===== src/rtl/burst_line_adaptor.sv =====
// Splits cache-line reads/writes into BEATS memory bursts and reassembles read beats into a line.
// Optional build macro BURST_ADAPTOR_CRIT_WORD_FIRST_EN: reads fill from the addressed beat, wrapping.
module burst_line_adaptor #(
  parameter int LINE_W  = 256,
  parameter int BURST_W = 64,
  parameter int ADDR_W  = 32
) (
  input  logic                clk,
  input  logic                rst,
  input  logic                read_i,
  input  logic                write_i,
  input  logic [ADDR_W-1:0]   address_i,
  input  logic [LINE_W-1:0]   line_i,
  output logic [LINE_W-1:0]   line_o,
  output logic                resp_o,
  output logic                read_o,
  output logic                write_o,
  output logic [ADDR_W-1:0]   address_o,
  input  logic [BURST_W-1:0]  burst_i,
  output logic [BURST_W-1:0]  burst_o,
  input  logic                resp_i
);

  localparam int BEATS = LINE_W / BURST_W;
  localparam int CNT_W = (BEATS < 2) ? 1 : $clog2(BEATS);

  if ((LINE_W % BURST_W) != 0 || BEATS < 2 || (BEATS & (BEATS - 1)) != 0) begin : g_bad_cfg
    $error("burst_line_adaptor: LINE_W/BURST_W must be a power of two >= 2");
  end

  typedef enum logic [1:0] {IDLE, READ, WRITE, DONE} state_t;

  state_t                          state_q, state_d;
  logic [CNT_W-1:0]                cnt_q, cnt_d;
  logic [ADDR_W-1:0]               addr_q;
  logic [BEATS-1:0][BURST_W-1:0]   wr_line_q;
  logic [BEATS-1:0][BURST_W-1:0]   line_q;
  logic [CNT_W-1:0]                start;
  logic [CNT_W-1:0]                slot;
  logic                            last_beat;

`ifdef BURST_ADAPTOR_CRIT_WORD_FIRST_EN
  localparam int OFF_W = (BURST_W >= 16) ? $clog2(BURST_W / 8) : 0;
  assign start = addr_q[OFF_W +: CNT_W];
`else
  assign start = '0;
`endif

  // Slot index wraps naturally because it is exactly log2(BEATS) bits wide.
  assign slot      = start + cnt_q;
  assign last_beat = resp_i && (cnt_q == CNT_W'(BEATS - 1));

  always_comb begin
    state_d   = state_q;
    cnt_d     = cnt_q;
    read_o    = 1'b0;
    write_o   = 1'b0;
    resp_o    = 1'b0;
    burst_o   = '0;
    case (state_q)
      IDLE: begin
        if (read_i) begin
          state_d = READ;
          cnt_d   = '0;
        end else if (write_i) begin
          state_d = WRITE;
          cnt_d   = '0;
        end
      end
      READ: begin
        read_o = 1'b1;
        if (resp_i) cnt_d = cnt_q + CNT_W'(1);
        if (last_beat) state_d = DONE;
      end
      WRITE: begin
        write_o = 1'b1;
        burst_o = wr_line_q[cnt_q];
        if (resp_i) cnt_d = cnt_q + CNT_W'(1);
        if (last_beat) state_d = DONE;
      end
      DONE: begin
        resp_o  = 1'b1;
        state_d = IDLE;
      end
      default: state_d = IDLE;
    endcase
  end

  always_ff @(posedge clk) begin
    if (rst) begin
      state_q   <= IDLE;
      cnt_q     <= '0;
      addr_q    <= '0;
      wr_line_q <= '0;
      line_q    <= '0;
    end else begin
      state_q <= state_d;
      cnt_q   <= cnt_d;
      if (state_q == IDLE && read_i) begin
        addr_q <= address_i;
      end else if (state_q == IDLE && write_i) begin
        addr_q    <= address_i;
        wr_line_q <= line_i;
      end
      if (state_q == READ && resp_i) line_q[slot] <= burst_i;
    end
  end

  assign address_o = addr_q;
  assign line_o    = line_q;

endmodule


===== config.mk =====
export PLATFORM = sky130hd
export DESIGN_NAME = burst_line_adaptor
export DESIGN_NICKNAME = d
export VERILOG_FILES = /design/src/rtl/burst_line_adaptor.sv
export SDC_FILE = /design/constraint.sdc
export NUM_CORES = 1
export LEC_CHECK = 0
export ABC_AREA = 1
export BUFFER_PORTS_ARGS = -buffer_cell sky130_fd_sc_hd__buf_4
export CORE_AREA = 2 2 276 278
export DETAILED_ROUTE_END_ITERATION = 12
export DIE_AREA = 0 0 278 280
export HOLD_SLACK_MARGIN = 0.12
export PLACE_DENSITY = 0.51
export SLEW_MARGIN = 20
export SYNTH_ARGS = -nofsm -noshare
export SYNTH_HDL_FRONTEND = slang
export SYNTH_SLANG_ARGS = --single-unit

===== constraint.sdc =====
create_clock -name clk -period 1.9 [get_ports clk]
set_clock_uncertainty 0.15 [all_clocks]
set_input_delay 0.19 -clock clk [delete_from_list [all_inputs] [get_ports clk]]
set_output_delay 0.19 -clock clk [all_outputs]
set_load 0.01 [all_outputs]

# Yosys cells after proc, flatten, opt, wreduce, memory -nomap -nowiden
# Index checks and enable logic that the tools add are counted.
[word_totals]
latchBits = 0
n_memories = 0
inputBits = 357
reg_bits = 548
rom_bits = 0
ramBits = 0
out_inout_bits = 355
[classes]
multipliers = 0
shifts = 0
n_reduce_logical = 12
addsub = 1
n_eq_ne = 7
n_div = 0
order_cmp = 2
bitwise_logic = 1
n_mux = 19
[ops]
columns = ["op", "n"]
rows = [
  ["bitwise mux 256 bit", 1],
  ["2-to-1 mux 64 bit", 3],
  ["binary-select mux 64 bit (select 2 bit)", 1],
  ["demux 64 bit (select 2 bit)", 1],
  ["2-to-1 mux 32 bit", 2],
  ["2-to-1 mux 2 bit", 6],
  ["== test 2 bit (second input constant)", 3],
  ["case mux 2 bit (3 select lines)", 1],
  ["logical AND 1 bit", 5],
  ["!= test 2 x 1 -> 1 bit (second input constant)", 2],
  ["case mux 2 bit (2 select lines)", 1],
  ["AND reduction 2 bit", 2],
  ["nonzero test 2 bit", 2],
  ["< comparator 2 x 3 -> 1 bit (second input constant)", 1],
  ["2-to-1 mux 1 bit", 3],
  ["!= test 3 bit (second input constant)", 1],
  ["AND reduction 3 bit", 1],
  ["adder 2 x 1 -> 2 bit (second input constant)", 1],
  ["== test 2 x 1 -> 1 bit (second input constant)", 1],
  [">= comparator 2 x 1 -> 1 bit (second input constant)", 1],
  ["logical NOT 2 bit", 1],
  ["OR reduction 2 bit", 1],
  ["NOT 1 bit", 1],
]

# Depth between registers and ports, before layout
[depth]
ltp_word = 5
ltp_mapped = 10
depth_no_buf = 8

# Worst setup path before layout
# No wires, ideal clock.
[synth_path]
kind = "register to register"
start = "reg cnt_q[0]"
end = "reg line_q (netlist bit line_o[171])"
setup_time_ps = 128
period_less_slack_ps = 1981
stages_incl_launch_ff = 10
t_arrival_ps = 1703
slack_ps = -81
t_required_ps = 1622
path_cell_list = "dfxtp_1 buf_2 inv_1 buf_2 buf_2 ha_1 nand3_1 clkbuf_1 clkbuf_1 a21oi_1"
[synth_between]
elab_chain_len = 5
elab_cells_between_ends = 6
[synth_lines]
columns = ["item", "line", "source"]
rows = [
  ["start: declaration", "34", "logic [CNT_W-1:0] cnt_q, cnt_d;"],
  ["start signal: assignment", "98", "cnt_q <= cnt_d;"],
  ["< comparator 2 x 3 -> 1 bit (implied by the code) / >= comparator 2 x 1 -> 1 bit (equally long branches)", "105", "if (state_q == READ && resp_i) line_q[slot] <= burst_i;"],
  ["logical AND 1 bit (implied by the code)", "105", ""],
  ["2-to-1 mux 64 bit (implied by the code)", "105", ""],
  ["demux 64 bit (select 2 bit) *", "105", ""],
  ["bitwise mux 256 bit *", "105", ""],
  ["end signal: indexed assignment", "105", ""],
  ["end: declaration", "37", "logic [BEATS-1:0][BURST_W-1:0] line_q;"],
]
# Mark *: on every way between the ends. The rest lies on a longest branch, timed or not.
# A chain may end at the register's enable or synchronous reset.

# Worst setup path after layout
[layout_path]
start = "reg cnt_q[0]"
end = "out burst_o[55]"
[layout_between]
elab_chain_len = 3
[layout_lines]
columns = ["item", "line", "source"]
rows = [
  ["binary-select mux 64 bit (select 2 bit)", "77", "burst_o = wr_line_q[cnt_q];"],
  ["2-to-1 mux 64 bit (implied by the code)", "77", ""],
  ["2-to-1 mux 64 bit", "60", "case (state_q)"],
  ["end: declaration", "20", "output logic [BURST_W-1:0] burst_o,"],
]
# Every way passes these cells. The select of a mux whose other input is x is not followed.

==> flow_summary.toml <==
[synth]
ys_seq_area_share_pct = 50.4
syn-num-nets = 3408
syn_area_um2 = 21800
netlist_instances = 3042
synth-seq-cells = 548
ys_types = 15
avgSynthCellArea_um2 = 7.16
yosysWarnings = 0

[clocking]
cts_tree = "built"
cts-root-buf = "clkbuf_16"
clk_latency_ps = 620
path_clk_slew_ps = 60
numCtsBuffers = 61
cts_max_path_buffers = 3
clock-sinks = 548
cts_max_level = 2

[drt]
wl_per_cell_um = 19.1
via_per_inst = 4.66
routed_wirelength_um = 99600
route.vias.total = 24300
firstDrtPassIters = 5
ant_nets = 0
drc = 0
drtIter0Drc = 1671

[placement]
gp_congestion = 0.800
portBuffers = 711
post-dp-hpwl_um = 57500
pre_cts_ws_ps = 7.35

[die]
ios = 712
dieArea_um2 = 77800
die_y_um = 280
coreArea_um2 = 75200
die_w_um = 278
initial_core_util_pct = 29.0
core.rowCount = 101

[critical_path]
endpoint_kind = "output pin"
critPathLaunchType = "register"
crit_fanout = 7
path_delay_family = "buffers and inverters"
cp_num_buf_inv = 4
crit_chain = "buf_12 > buf_6 > buf_16 > nand2_1 > nand2_1 > nand2_1 > a21oi_2 > buf_4"
crit_type = "reg -> out"
worstPathArrival_ps = 2040
slowest_delay_ps = 420
cpMostUsedCell = "nand2_1"
rrSetupSlack_ps = -220
cp_slowest_cell = "dfxtp_4"
required_ps = 1560

[timing]
maxSlewViolCount = 0
fmaxAchievable_ghz = 0.420
max-slew-margin-rel_pct = 34.1
setup_ws_ps = -480
setup_viol = 320
rsz0062_at_grt = "true"
hold_viol = 0
worstMarginPinSlew_ps = 989
worst_hold_slack_ps = 218
min_period_ps = 2380
period_share_pct = 125

[grt]
grt_pass1_wl_um = 128000
grt_max_degree = 163
gr-usage-all-layers_pct = 20.8
antenna_found_initial = 4
grt_overflow = 0
grt_pass1_vias = 21800

[pwr]
ir_drop_mv = 0.767
p_per_area_nw_per_um2 = 993
p_leak_uw = 0.0160

[cells_and_area]
drive_above_1_share_pct = 33.2
area_growth_pct = 75.8
layout.nets = 4545

[run_status]
violations = "negative setup slack"
status = "complete, but fails checks"

[job]
maxCapViolations = 0

[worst_hold_path]
min_path_type = "in -> reg"
[cells in the final DEF, fill, tap and decap left out, types with 38 or more instances in the layout]
cell / n
a21oi_2: 105
o21ai_0: 54
o21ai_2: 111
buf_12: 58
dlygate4sd3_1: 356
inv_1: 260
buf_6: 38
dfxtp_1: 544
nand2_1: 962
o21ai_1: 87
a21oi_1: 500
nand2_2: 101
buf_4: 759
clkbuf_16: 107
[synth_stat cells]
| cell type | n | area, um^2 |
|---|---|---|
| nand2_1 | 1074 | 4030 |
| buf_1 | 11 | 41.3 |
| clkbuf_1 | 101 | 379 |
| dfxtp_1 | 548 | 11000 |
| nand3_2 | 1 | 10.0 |
| ha_1 | 9 | 113 |
| buf_2 | 75 | 375 |
| nand3_1 | 38 | 190 |
| nor2_1 | 7 | 26.3 |
| a21oi_1 | 610 | 3050 |
| inv_2 | 3 | 11.3 |
| clkbuf_2 | 14 | 70.1 |
| o21ai_0 | 258 | 1290 |
| inv_1 | 264 | 991 |
| buf_4 | 29 | 218 |
[tightest hold or removal path: stages]
cell and delay, ps:
dlygate4sd3_1 520, buf_4 100, nand2_1 40, a21oi_1 100
[report_power, final]
part	switching, uW	internal [uW]
sequential	772	12800
combinational	6610	6020
clock	5010	6780
total	12400	25600
[registers in the layout, indices dropped and copies added, names as in the netlist]
register   flops
line_o       256
wr_line_q    256
address_o     32
cnt_q          2
state_q        2
[final cells by class]
| cell class | instances | area (um^2) |
|---|---|---|
| antenna | 4 | 10.0 |
| clock buffer | 92 | 1800 |
| clock inverter | 18 | 160 |
| fill | 7285 | 36900 |
| inverter | 267 | 1040 |
| multi-input combinational | 1997 | 10100 |
| sequential | 548 | 11000 |
| tap | 978 | 1220 |
| timing repair buffer | 1303 | 12900 |
| timing repair inverter | 1 | 8.76 |
[worst paths after layout]
| check | depth (start not counted) | start | to |
|---|---|---|---|
| worst max-delay path | 8 | cnt_q[0]$_SDFFE_PP0P_ | burst_o[55] |
| worst min-delay path | 4 | line_i[31] | wr_line_q[31]$_SDFFE_PP0P_ |
| worst max register to register | 10 | cnt_q[0]$_SDFFE_PP0P_ | line_o[76]$_SDFFE_PP0P_ |
| worst min register to register | 2 | line_o[113]$_SDFFE_PP0P_ | line_o[113]$_SDFFE_PP0P_ |
[metal layers]
layer  track usage (%)  vias to the layer above  share of wire, %
li1                  -                    12000                 -
met1              27.1                    11400                42
met2              35.0                      763                49
met3              3.76                      153               5.4
met4              6.43                        0               2.8
met5                 0                        -                 0
[cells by family after synthesis]
family          count (synthesis)  share of synthesized area, %
buf+inv                       497                          9.58
simple gates                 1120                          19.6
compound gates                868                          20.0
fa+ha+maj                       9                         0.517
flops                         548                          50.4
[what timing repair did]
| action | 4_1_cts | 5_1_grt |
|---|---|---|
| setup endpoints to repair | 67 | 424 |
| gates cloned | 8 | 69 |
| hold buffers | 356 | 0 |
| hold endpoints to repair | 548 | 0 |
| setup buffers | 7 | 54 |
| gates resized for setup | 146 | 590 |
| pin swaps | 34 | 36 |
[through the flow]
step | total power (uW) | std cells | area, um^2 | TNS, ps | util (%)
detailed placement | 22400 | 4607 | 28600 | 0 | 38.0
floorplan | 18000 | 3042 | 21800 | -1430 | -
finish | 38000 | 5208 | 38300 | -52630 | 50.9
global route | 39700 | 5206 | 38300 | -78680 | 50.9
global placement | 22400 | 4607 | 28600 | 0 | 38.0
CTS | 36000 | 5087 | 34900 | -36340 | 46.4
No activity file was read; power rests on OpenSTA's default activity.
